==> src/rtl/lsu_align_unit.sv <==
// lsu_align_unit
//   Load/store alignment unit sitting between the MEM-stage request port and a
//   word-organised data memory (async read, sync write with byte enables).
//   Byte/half/word requests are turned into one word access, or two when the
//   bytes straddle a word boundary. Store data is lane-shifted with matching
//   byte enables; load data is merged from the word(s) and sign/zero-extended.
//   One request at a time; a one-cycle response pulse reports completion.
//
// Ports
//   clk, rst            clock (rising edge), synchronous active-high reset
//   req_valid/ready     request handshake (ready only in IDLE)
//   req_we, req_type    store flag; 000 b, 001 h, 010 w, 011 bu, 100 hu
//   req_addr, req_wdata byte address, LSB-justified store data
//   rsp_valid/rdata/err one-cycle response; rdata/err hold until next response
//   mem_*               word-index memory port, mem_rdata valid same cycle
//
// Build option
//   LSU_MISALIGN_TRAP_EN: misaligned half/word accesses are not performed and
//   return rsp_err instead of being split.
module lsu_align_unit #(
  parameter int ADDR_W = 5
) (
  input  logic              clk,
  input  logic              rst,
  input  logic              req_valid,
  output logic              req_ready,
  input  logic              req_we,
  input  logic [2:0]        req_type,
  input  logic [31:0]       req_addr,
  input  logic [31:0]       req_wdata,
  output logic              rsp_valid,
  output logic [31:0]       rsp_rdata,
  output logic              rsp_err,
  output logic              mem_rd_en,
  output logic              mem_wr_en,
  output logic [ADDR_W-1:0] mem_addr,
  output logic [3:0]        mem_be,
  output logic [31:0]       mem_wdata,
  input  logic [31:0]       mem_rdata
);

  typedef enum logic [1:0] {IDLE, ACC1, ACC2, RESP} state_t;

  state_t              state_reg;
  logic                we_reg;
  logic [2:0]          type_reg;
  logic [ADDR_W+1:0]   addr_reg;
  logic [31:0]         wdata_reg;
  logic [31:0]         first_reg;
  logic [31:0]         rsp_rdata_reg;
  logic                rsp_err_reg;

  logic [1:0]          off;
  logic [3:0]          size_mask;
  logic [3:0]          nbytes;
  logic [3:0]          span;
  logic                illegal;
  logic                err;
  logic                split;
  logic                active;
  logic [7:0]          be_wide;
  logic [63:0]         wdata_wide;
  logic [ADDR_W-1:0]   word_idx;
  logic [63:0]         load_src;
  logic [31:0]         load_word;
  logic [31:0]         load_ext;
  logic                finish;
  logic                unused_addr_hi;

  // Address bits above the memory's reach are intentionally dropped.
  assign unused_addr_hi = ^req_addr[31:ADDR_W+2];

  assign off      = addr_reg[1:0];
  assign word_idx = addr_reg[ADDR_W+1:2];

  always_comb begin
    size_mask = 4'b0000;
    nbytes    = 4'd0;
    case (type_reg)
      3'b000, 3'b011: begin size_mask = 4'b0001; nbytes = 4'd1; end
      3'b001, 3'b100: begin size_mask = 4'b0011; nbytes = 4'd2; end
      3'b010:         begin size_mask = 4'b1111; nbytes = 4'd4; end
      default:        begin size_mask = 4'b0000; nbytes = 4'd0; end
    endcase
  end

  // Unsigned load types have no store counterpart.
  assign illegal = (type_reg > 3'd4) || (we_reg && (type_reg > 3'd2));

`ifdef LSU_MISALIGN_TRAP_EN
  assign err = illegal || ((nbytes == 4'd2) && off[0]) || ((nbytes == 4'd4) && (off != 2'd0));
`else
  assign err = illegal;
`endif

  assign span  = {2'b00, off} + nbytes;
  assign split = !err && (span > 4'd4);

  // Low nibble / low word feed the first access, the spill-over feeds the second.
  assign be_wide    = {4'b0000, size_mask} << off;
  assign wdata_wide = {32'h0, wdata_reg} << {off, 3'b000};

  // Enables are gated by rst so a reset during ACC2 blocks that edge's write.
  assign active    = !rst && !err && ((state_reg == ACC1) || (state_reg == ACC2));
  assign mem_rd_en = active && !we_reg;
  assign mem_wr_en = active && we_reg;
  assign mem_addr  = !active ? '0 :
                     (state_reg == ACC2) ? word_idx + ADDR_W'(1) : word_idx;
  assign mem_be    = !active ? 4'b0000 :
                     (state_reg == ACC2) ? be_wide[7:4] : be_wide[3:0];
  assign mem_wdata = !active ? 32'h0 :
                     (state_reg == ACC2) ? wdata_wide[63:32] : wdata_wide[31:0];

  assign req_ready = (state_reg == IDLE) && !rst;
  assign rsp_valid = (state_reg == RESP) && !rst;
  assign rsp_rdata = rsp_rdata_reg;
  assign rsp_err   = rsp_err_reg;

  // In ACC2 the upper word is live on mem_rdata and the lower one was captured.
  assign load_src  = (state_reg == ACC2) ? {mem_rdata, first_reg} : {32'h0, mem_rdata};
  assign load_word = 32'(load_src >> {off, 3'b000});

  always_comb begin
    load_ext = 32'h0;
    case (type_reg)
      3'b000:  load_ext = {{24{load_word[7]}}, load_word[7:0]};
      3'b001:  load_ext = {{16{load_word[15]}}, load_word[15:0]};
      3'b010:  load_ext = load_word;
      3'b011:  load_ext = {24'h0, load_word[7:0]};
      3'b100:  load_ext = {16'h0, load_word[15:0]};
      default: load_ext = 32'h0;
    endcase
  end

  assign finish = ((state_reg == ACC1) && !split) || (state_reg == ACC2);

  always_ff @(posedge clk) begin
    if (rst) begin
      state_reg     <= IDLE;
      we_reg        <= 1'b0;
      type_reg      <= 3'b000;
      addr_reg      <= '0;
      wdata_reg     <= 32'h0;
      first_reg     <= 32'h0;
      rsp_rdata_reg <= 32'h0;
      rsp_err_reg   <= 1'b0;
    end else begin
      if (finish) begin
        rsp_err_reg   <= err;
        rsp_rdata_reg <= (err || we_reg) ? 32'h0 : load_ext;
      end
      case (state_reg)
        IDLE: begin
          if (req_valid) begin
            we_reg    <= req_we;
            type_reg  <= req_type;
            addr_reg  <= req_addr[ADDR_W+1:0];
            wdata_reg <= req_wdata;
            state_reg <= ACC1;
          end
        end
        ACC1: begin
          first_reg <= mem_rdata;
          state_reg <= split ? ACC2 : RESP;
        end
        ACC2:    state_reg <= RESP;
        default: state_reg <= IDLE;
      endcase
    end
  end

endmodule

==> config.mk <==
export PLATFORM = sky130hd
export DESIGN_NAME = lsu_align_unit
export DESIGN_NICKNAME = d
export VERILOG_FILES = /design/src/rtl/lsu_align_unit.sv
export SDC_FILE = /design/constraint.sdc
export NUM_CORES = 1
export LEC_CHECK = 0
export ABC_AREA = 1
export CORE_MARGIN = 2
export CORE_UTILIZATION = 40
export CTS_CLUSTER_SIZE = 28
export DETAILED_ROUTE_END_ITERATION = 12
export PLACE_DENSITY = 0.68
export REMOVE_ABC_BUFFERS = 1
export SYNTH_ARGS = -nofsm -noshare
export SYNTH_HDL_FRONTEND = slang
export SYNTH_SLANG_ARGS = --single-unit
==> constraint.sdc <==
create_clock -name clk -period 3.5 [get_ports clk]
set_input_delay 0.7 -clock clk [delete_from_list [all_inputs] [get_ports clk]]
set_output_delay 0.7 -clock clk [all_outputs]
set_load 0.02 [all_outputs]
# After elaboration in Yosys (flattened, before gate mapping)
# Cells that the tools add are included.
# op_classes
magnitude_cmp	3
mux	14
bitwise_logic	0
shifts	3
mul	0
addsub	2
n_reduce_logical	22
div	0
n_eq_ne	8
# op_table
cell	count
$pmux W32 S5	1
$mux W32	3
$mux W64	1
$shl A32 B5 Y64	1
$shr A64 B5 Y32	1
$pmux W4 S3	1
$mux W5	2
$logic_and A1 B1 Y1	9
$pmux W3 S3	1
$mux W4	2
$shl A4 B2 Y8	1
$eq A3 B2 Y1 const B	2
$pmux W2 S3	1
$add A5 B1 Y5 const B	1
$add A2 B4 Y4	1
$eq A2 B2 Y1 const B	2
$gt A4 B3 Y1 const B	1
$logic_not A1 Y1	4
$logic_or A1 B1 Y1	4
$reduce_or A2 Y1	2
$eq A3 B1 Y1 const B	1
$eq A3 B3 Y1 const B	1
$gt A3 B2 Y1 const B	1
$gt A3 B3 Y1 const B	1
7 further kinds	7
# word_totals
output_inout_bits	78
register_bits	110
n_memories	0
ramBits	0
elab_cells	60
latchBits	0
inputBits	103
mem_bits_ro	0

# Depth between registers and ports, before layout
# Gate-level depths: netlist of the first run.
# logic_depth
ltp_word	9
depth_mapped	14
depth_no_buf	13

# Worst setup path after synthesis of the first run
# OpenSTA, ideal clock, no wires.
# synth_timing
kind	register to output
startpoint	reg state_reg[0]
endpoint	out mem_be[3]
path_slack_ns	0.844
required_time_ns	2.800
stages_incl_launch_ff	8
arrival_ns	1.956
path_cell_list	dfxtp_1 inv_1 ha_1 inv_2 clkbuf_1 buf_2 o21ai_0 a211oi_1
# synth_via
elab_chain_len	4
# synth_rtl
element	line	rtl
start, declared	44	state_t state_reg;
start signal, assigned	164	state_reg <= split ? ACC2 : RESP;
$eq A2 B1 Y1 / $eq A2 B2 Y1 (equally long branches)	104, 110	
$logic_or A1 B1 Y1	104	assign active = !rst && !err && ((state_reg == ACC1) || (state_reg == ACC2));
$logic_and A1 B1 Y1	104	
$mux W4 (*)	109	assign mem_be = !active ? 4'b0000 :
end, declared	37	output logic [3:0] mem_be,
# Every way passes the cells marked *; elsewhere a longest branch is shown, timed or not.

# Worst setup path after layout of the first run
# layout_timing
startpoint	reg state_reg[0]
endpoint	out mem_wdata[9]
# layout_via
elab_chain_len	4
# layout_rtl
element	line	rtl
$eq A2 B1 Y1 / $eq A2 B2 Y1 (equally long branches)	104, 112	
$logic_or A1 B1 Y1	104	
$logic_and A1 B1 Y1	104	
$mux W32 (*)	111	assign mem_wdata = !active ? 32'h0 :
end, declared	38	output logic [31:0] mem_wdata,
# Marks and branches as above.

==> run_results.csv, run 1 <==
group,metric,value,unit
outcome,status,"finished clean",
floorplanning,io_pins,181,
job,maxCapViolations,0,
grt,grt_pass1_wl,35420,um
critical_path,reg2reg_from,"state_reg[0]",
sta,drv_slew,0,
final_layout,final_nets,1318,
sta,max_clock_freq,0.2986,GHz
critical_path,reg2reg_depth,12,
routing,firstDrtPassIters,5,
clock_network,htree_levels,3,
sta,fin_crit,3.349,ns
clock_network,cts-hold-fix-buffers,0,
sta,finalCritPeriodShare,95.68,%
sta,rsz0062_at_grt,"false",
floorplanning,initial_core_util,40.71,%
final_layout,n_antenna_cell,0,
clock_network,cts_buffers,9,
place,io_buffer_count,155,
logic_synthesis,synthDominantCellAreaShare,32.74,%
floorplanning,fp.coreArea,16520,um2
logic_synthesis,synth_top_cell_by_area,"dfxtp_1",
sta,setup_viol,0,
power_and_ir_drop,p_leak,3.550,nW
grt,grt_max_degree,79,
critical_path,worstPathMaxFanout,14,
floorplanning,fp.dieH,133.7,um
logic_synthesis,synth.most_common_cell,"nand2_1",
grt,grt_pass1_vias,6972,
logic_synthesis,syn_avg_cell_area,6.104,um2
clock_network,cts_setup_buffers,0,
floorplanning,die-area,17870,um2
critical_path,r2r_end,"rsp_rdata[23]",
clock_network,tritoncts,"done",
sta,maxSlewHeadroom,27.99,%
place,place.gp.congestion,0.8406,
sta,finalHoldViolCount,0,
clock_network,clk_pin_slew,0.07,ns
grt,gr-total-overflow,0,
logic_synthesis,ys.flop_type,"dfxtp_1",
logic_synthesis,synth_common_cells,"nand2_1, nor2_1, nand3_1",
power_and_ir_drop,cellPowerDensity,802.1,nW/um2
logic_synthesis,synthCells,1102,
place,hpwl,14260,um
critical_path,cp.arrival,2.65,ns
sta,finalClockSkew,0.007671,ns
logic_synthesis,netlist_area,6726,um2
routing,drc,0,
min_path,min-delay-start,"rsp_rdata[15]",
final_layout,drive_above_1_share,5.041,%
final_layout,final_util,52.43,%
routing,drt-total-wl,21760,um
place,post-place-ws,0.07636,ns
logic_synthesis,async_flop_share,0,%
routing,vias,7609,
logic_synthesis,synthTopCellsByArea,"dfxtp_1, nand2_1, nand3_1, o21ai_0, nor2_1",
logic_synthesis,synth_cell_types,32,
logic_synthesis,seq_area_frac_synth,32.74,%
floorplanning,num_rows,47,
power_and_ir_drop,peakVddDrop,0.3726,mV
critical_path,crit_end,"mem_wdata[9]",
critical_path,timing.critical_path.to_type,"output pin",
critical_path,path_class,"register to output pin",
clock_network,root_buffer,"clkbuf_16",
logic_synthesis,synth-edff-count,0,
sta,fin_ws,0.1511,ns
sta,worstMarginPinSlew,1.079,ns
routing,ant_nets,0,
clock_network,cts_buffer_depth,2,
final_layout,syn_to_final_growth,28.79,%
critical_path,r2r_slack,0.58,ns
logic_synthesis,ys_warn_count,0,
clock_network,clk_latency,0.35,ns
critical_path,crit_required,2.80,ns
routing,drt_iter0_drc,534,
routing,vias_per_cell,5.321,
grt,antenna_found_initial,0,
clock_network,clock-sinks,110,
logic_synthesis,ys_ff_latch,110,
critical_path,setup.worst_path.start,"state_reg[0]",
min_path,hold_class,"register to register",
power_and_ir_drop,p_total,6.949,mW
floorplanning,fp.dieW,133.7,um
sta,setup_tns,0,ns
critical_path,worstSetupStartpointType,"register",
routing,wl_per_cell,15.21,um
grt,grt_usage,24.47,%
[layer usage]
metal / up-vias / GRT usage, % / wire (um)
met4: 0 / 6.974 / 307
met1: 3451 / 31.63 / 9826
met2: 300 / 40.92 / 9732
li1: 3837 / - / -
met3: 21 / 5.594 / 1890
met5: - / 0 / 0
[power by group]
group / switching, mW / internal, mW / total (mW)
logic: 2.49 / 1.35 / 3.85
registers: 0.254 / 1.71 / 1.96
clock network: 0.477 / 0.661 / 1.14
[worst min path at each step]
stage	endpoint	cells after the start	slack, ns
4_1_cts	rsp_rdata[10]	2	0.47
5_1_grt	rsp_rdata[10]	2	0.48
3_3_place_gp	rsp_rdata[25]	2	0.45
3_5_place_dp	rsp_rdata[10]	2	0.46
2_1_floorplan	wdata_reg[16]	2	0.44
6_report	rsp_rdata[15]	2	0.46
[repair_timing]
action | CTS | global route
endpoints found under the setup margin | 9 | 11
pin swaps | 0 | 0
resized for setup | 3 | 1
[cells by family after synthesis]
kind of cell / after synthesis / share of synthesized area [%]
adder cells (fa/ha/maj): 9 / 1.786
flip-flops: 110 / 32.74
AND/OR/NAND/NOR: 564 / 35.01
buffers and inverters: 151 / 9.617
XOR/XNOR: 3 / 0.3907
AO/OA/AOI/OAI: 265 / 20.46
[through the flow]
stage / area (um2) / hold slack (ns) / cells
floorplan: 6339 / 0.4422 / 1020
global placement: 8322 / 0.4520 / 1415
detailed placement: 8322 / 0.4558 / 1415
CTS: 8658 / 0.4665 / 1430
global route: 8663 / 0.4755 / 1430
finish: 8663 / 0.4637 / 1430
[cell usage in the layout, fill, tap and decap left out, drive strengths merged]
master	Yosys	layout
nand2	253	253
clkdlybuf4s50	0	154
nor2	153	153
nand3	148	148
o21ai	135	135
a21oi	113	113
dfxtp	110	110
inv	69	69
buf	38	20
clkbuf	44	11
a221oi	8	8
ha	8	8
or2	7	7
xor2	3	3
o22ai	2	2
a211oi	2	2
nor3	2	2
o211ai	2	2
clkinv	0	2
bufinv	0	2
a21boi	1	1
nand4	1	1
o21bai	1	1
a22oi	1	1
fa	1	1
dlygate4sd2	0	1
[area by class of cell]
class / instances / area [um2]
inverters: 69 / 259.0
clock buffers: 11 / 252.7
flip-flops and latches: 110 / 2203
repair buffers: 175 / 1700
multi-input cells: 841 / 3902
fillers: 1703 / 7861
clock inverters: 4 / 70.07
well taps: 220 / 275.3
[worst max-delay path: stages, from the launching register on]
cell and delay, ns:
dfxtp_1 0.42, inv_1 0.12, ha_4 0.25, nor2_2 0.12
inv_1 0.21, or2_2 0.35, a21oi_1 0.17, clkdlybuf4s50_1 0.64
Note: power is estimated with default switching activity, not from simulation.
==> run 2: changes to the inputs <==
--- a/config.mk
+++ b/config.mk
@@ -7,11 +7,13 @@
 export LEC_CHECK = 0
 export ABC_AREA = 1
 export CORE_MARGIN = 2
-export CORE_UTILIZATION = 40
+export CORE_UTILIZATION = 45
 export CTS_CLUSTER_SIZE = 28
 export DETAILED_ROUTE_END_ITERATION = 12
-export PLACE_DENSITY = 0.68
+export GPL_ROUTABILITY_DRIVEN = 0
+export PLACE_DENSITY = 0.75
 export REMOVE_ABC_BUFFERS = 1
+export SLEW_MARGIN = 10
 export SYNTH_ARGS = -nofsm -noshare
 export SYNTH_HDL_FRONTEND = slang
 export SYNTH_SLANG_ARGS = --single-unit
==> run 2 against run 1 <==
  * Register-to-register slack lost 0.10 ns
  * Count of clock-buffer cells in the layout is the same
  * Final area shrank 0.71%
  * Die area shrank 11%
  * Global-route usage grew 2.0 points
  * Critical path depth grew 2
  * Non-clock buffer count is the same
  * Largest cell class unchanged
  * Wire length shrank 1.9%
  * Cell count shrank 2.4%
  * Worst hold slack gained 0.00059 ns
==> run_results.csv, run 2 (synthesis gave the netlist of run 1 again) <==
group,metric,value,unit
floorplanning,fp.coreArea,14590,um2
power_and_ir_drop,peakVddDrop,0.3414,mV
sta,worstMarginPinSlew,1.054,ns
routing,drc,0,
grt,grt_usage,26.46,%
grt,grt_pass1_vias,6843,
final_layout,final_util,58.96,%
clock_network,post_cts_resize_count,0,
place,io_buffer_count,155,
critical_path,timing.critical_path.to_type,"output pin",
sta,finalCritPeriodShare,96.00,%
final_layout,final_cell_mix,"nand2_1, clkdlybuf4s50_1, nor2_1",
grt,gr-total-overflow,0,
critical_path,cp.arrival,2.66,ns
sta,setup_viol,0,
place,dpl.cell_count,1379,
sta,drv_slew,0,
job,maxCapViolations,0,
clock_network,cts_buffers,9,
final_layout,layout_commonest_cell,"nand2_1",
critical_path,reg2reg_depth,11,
grt,grt_pass1_wl,34330,um
clock_network,tritoncts,"done",
place,post-place-ws,0.2549,ns
floorplanning,fp.dieH,126.3,um
final_layout,final_cells,1395,
clock_network,cts_buffer_depth,2,
floorplanning,num_rows,44,
grt,grt_max_degree,79,
clock_network,clock-sinks,110,
final_layout,final_nets,1318,
critical_path,path_class,"register to output pin",
final_layout,drive_above_1_share,4.955,%
routing,firstDrtPassIters,5,
final_layout,n_antenna_cell,0,
place,hpwl,13940,um
sta,finalClockSkew,0.009002,ns
routing,vias,7582,
sta,maxSlewHeadroom,29.68,%
floorplanning,io_pins,181,
grt,antenna_found_initial,1,
sta,max_clock_freq,0.2976,GHz
final_layout,syn_to_final_growth,27.88,%
sta,fin_crit,3.360,ns
sta,setup_tns,0,ns
routing,ant_nets,0,
min_path,hold_class,"register to register",
routing,drt_iter0_drc,708,
clock_network,clk_latency,0.36,ns
floorplanning,die-area,15940,um2
critical_path,worstSetupStartpointType,"register",
sta,fin_ws,0.1401,ns
clock_network,root_buffer,"clkbuf_16",
routing,drt-total-wl,21340,um
clock_network,htree_levels,3,
floorplanning,initial_core_util,46.11,%
outcome,status,"finished clean",
min_path,whs_path_depth,2,
sta,rsz0062_at_grt,"true",
sta,finalHoldViolCount,0,
routing,wl_per_cell,15.30,um
clock_network,cts_setup_buffers,0,
clock_network,clk_pin_slew,0.07,ns
critical_path,crit_required,2.80,ns
power_and_ir_drop,p_leak,3.527,nW
power_and_ir_drop,cellPowerDensity,806.6,nW/um2
critical_path,worstPathMaxFanout,38,
routing,vias_per_cell,5.435,
clock_network,cts-hold-fix-buffers,0,
floorplanning,fp.dieW,126.3,um
==> run 2: worst max-delay path, stage by stage (launching register included) <==
cell             delay (ns)
dfxtp_1                0.35
inv_1                  0.10
ha_2                   0.30
buf_4                  0.46
nand2_1                0.10
inv_1                  0.08
nand3_1                0.08
xor2_1                 0.14
nor2_1                 0.08
clkdlybuf4s50_1        0.60
==> run 2: per-stage QoR <==
| step | hold slack (ns) | power (mW) | area (um2) |
|---|---|---|---|
| after floorplan | 0.4422 | 4.350 | 6339 |
| after global placement | 0.4519 | 5.711 | 8277 |
| after detailed placement | 0.4568 | 5.778 | 8277 |
| after CTS | 0.4683 | 6.924 | 8602 |
| after global routing | 0.4850 | 7.465 | 8602 |
| final | 0.4642 | 6.938 | 8602 |
==> run 2: routing by layer <==
layer,track usage (%),up-vias,wire length (um)
li1,-,3835,-
met1,34.93,3364,9202
met2,42.44,356,9586
met3,6.032,27,2168
met4,9.632,0,383
met5,0,-,0
==> run 2: worst paths after layout <==
check | from | end | slack (ns)
worst max register to register | addr_reg[0] | rsp_rdata[24] | 0.48
worst max-delay path | state_reg[0] | mem_addr[3] | 0.14
worst min-delay path | rsp_rdata[15] | rsp_rdata[15] | 0.46
worst min register to register | rsp_rdata[15] | rsp_rdata[15] | 0.46
==> run 2: power by group <==
group / internal (mW) / switching, mW
Clock: 0.648 / 0.496
Sequential: 1.71 / 0.260
Combinational: 1.34 / 2.48
==> run 2: cell type report <==
cell class | instances | area, um2
clock buffer | 11 | 242.7
timing repair buffer | 175 | 1702
multi-input combinational | 841 | 3882
fill | 1424 | 5987
inverter | 69 | 259.0
tap | 184 | 230.2
clock inverter | 5 | 82.58
sequential | 110 | 2203
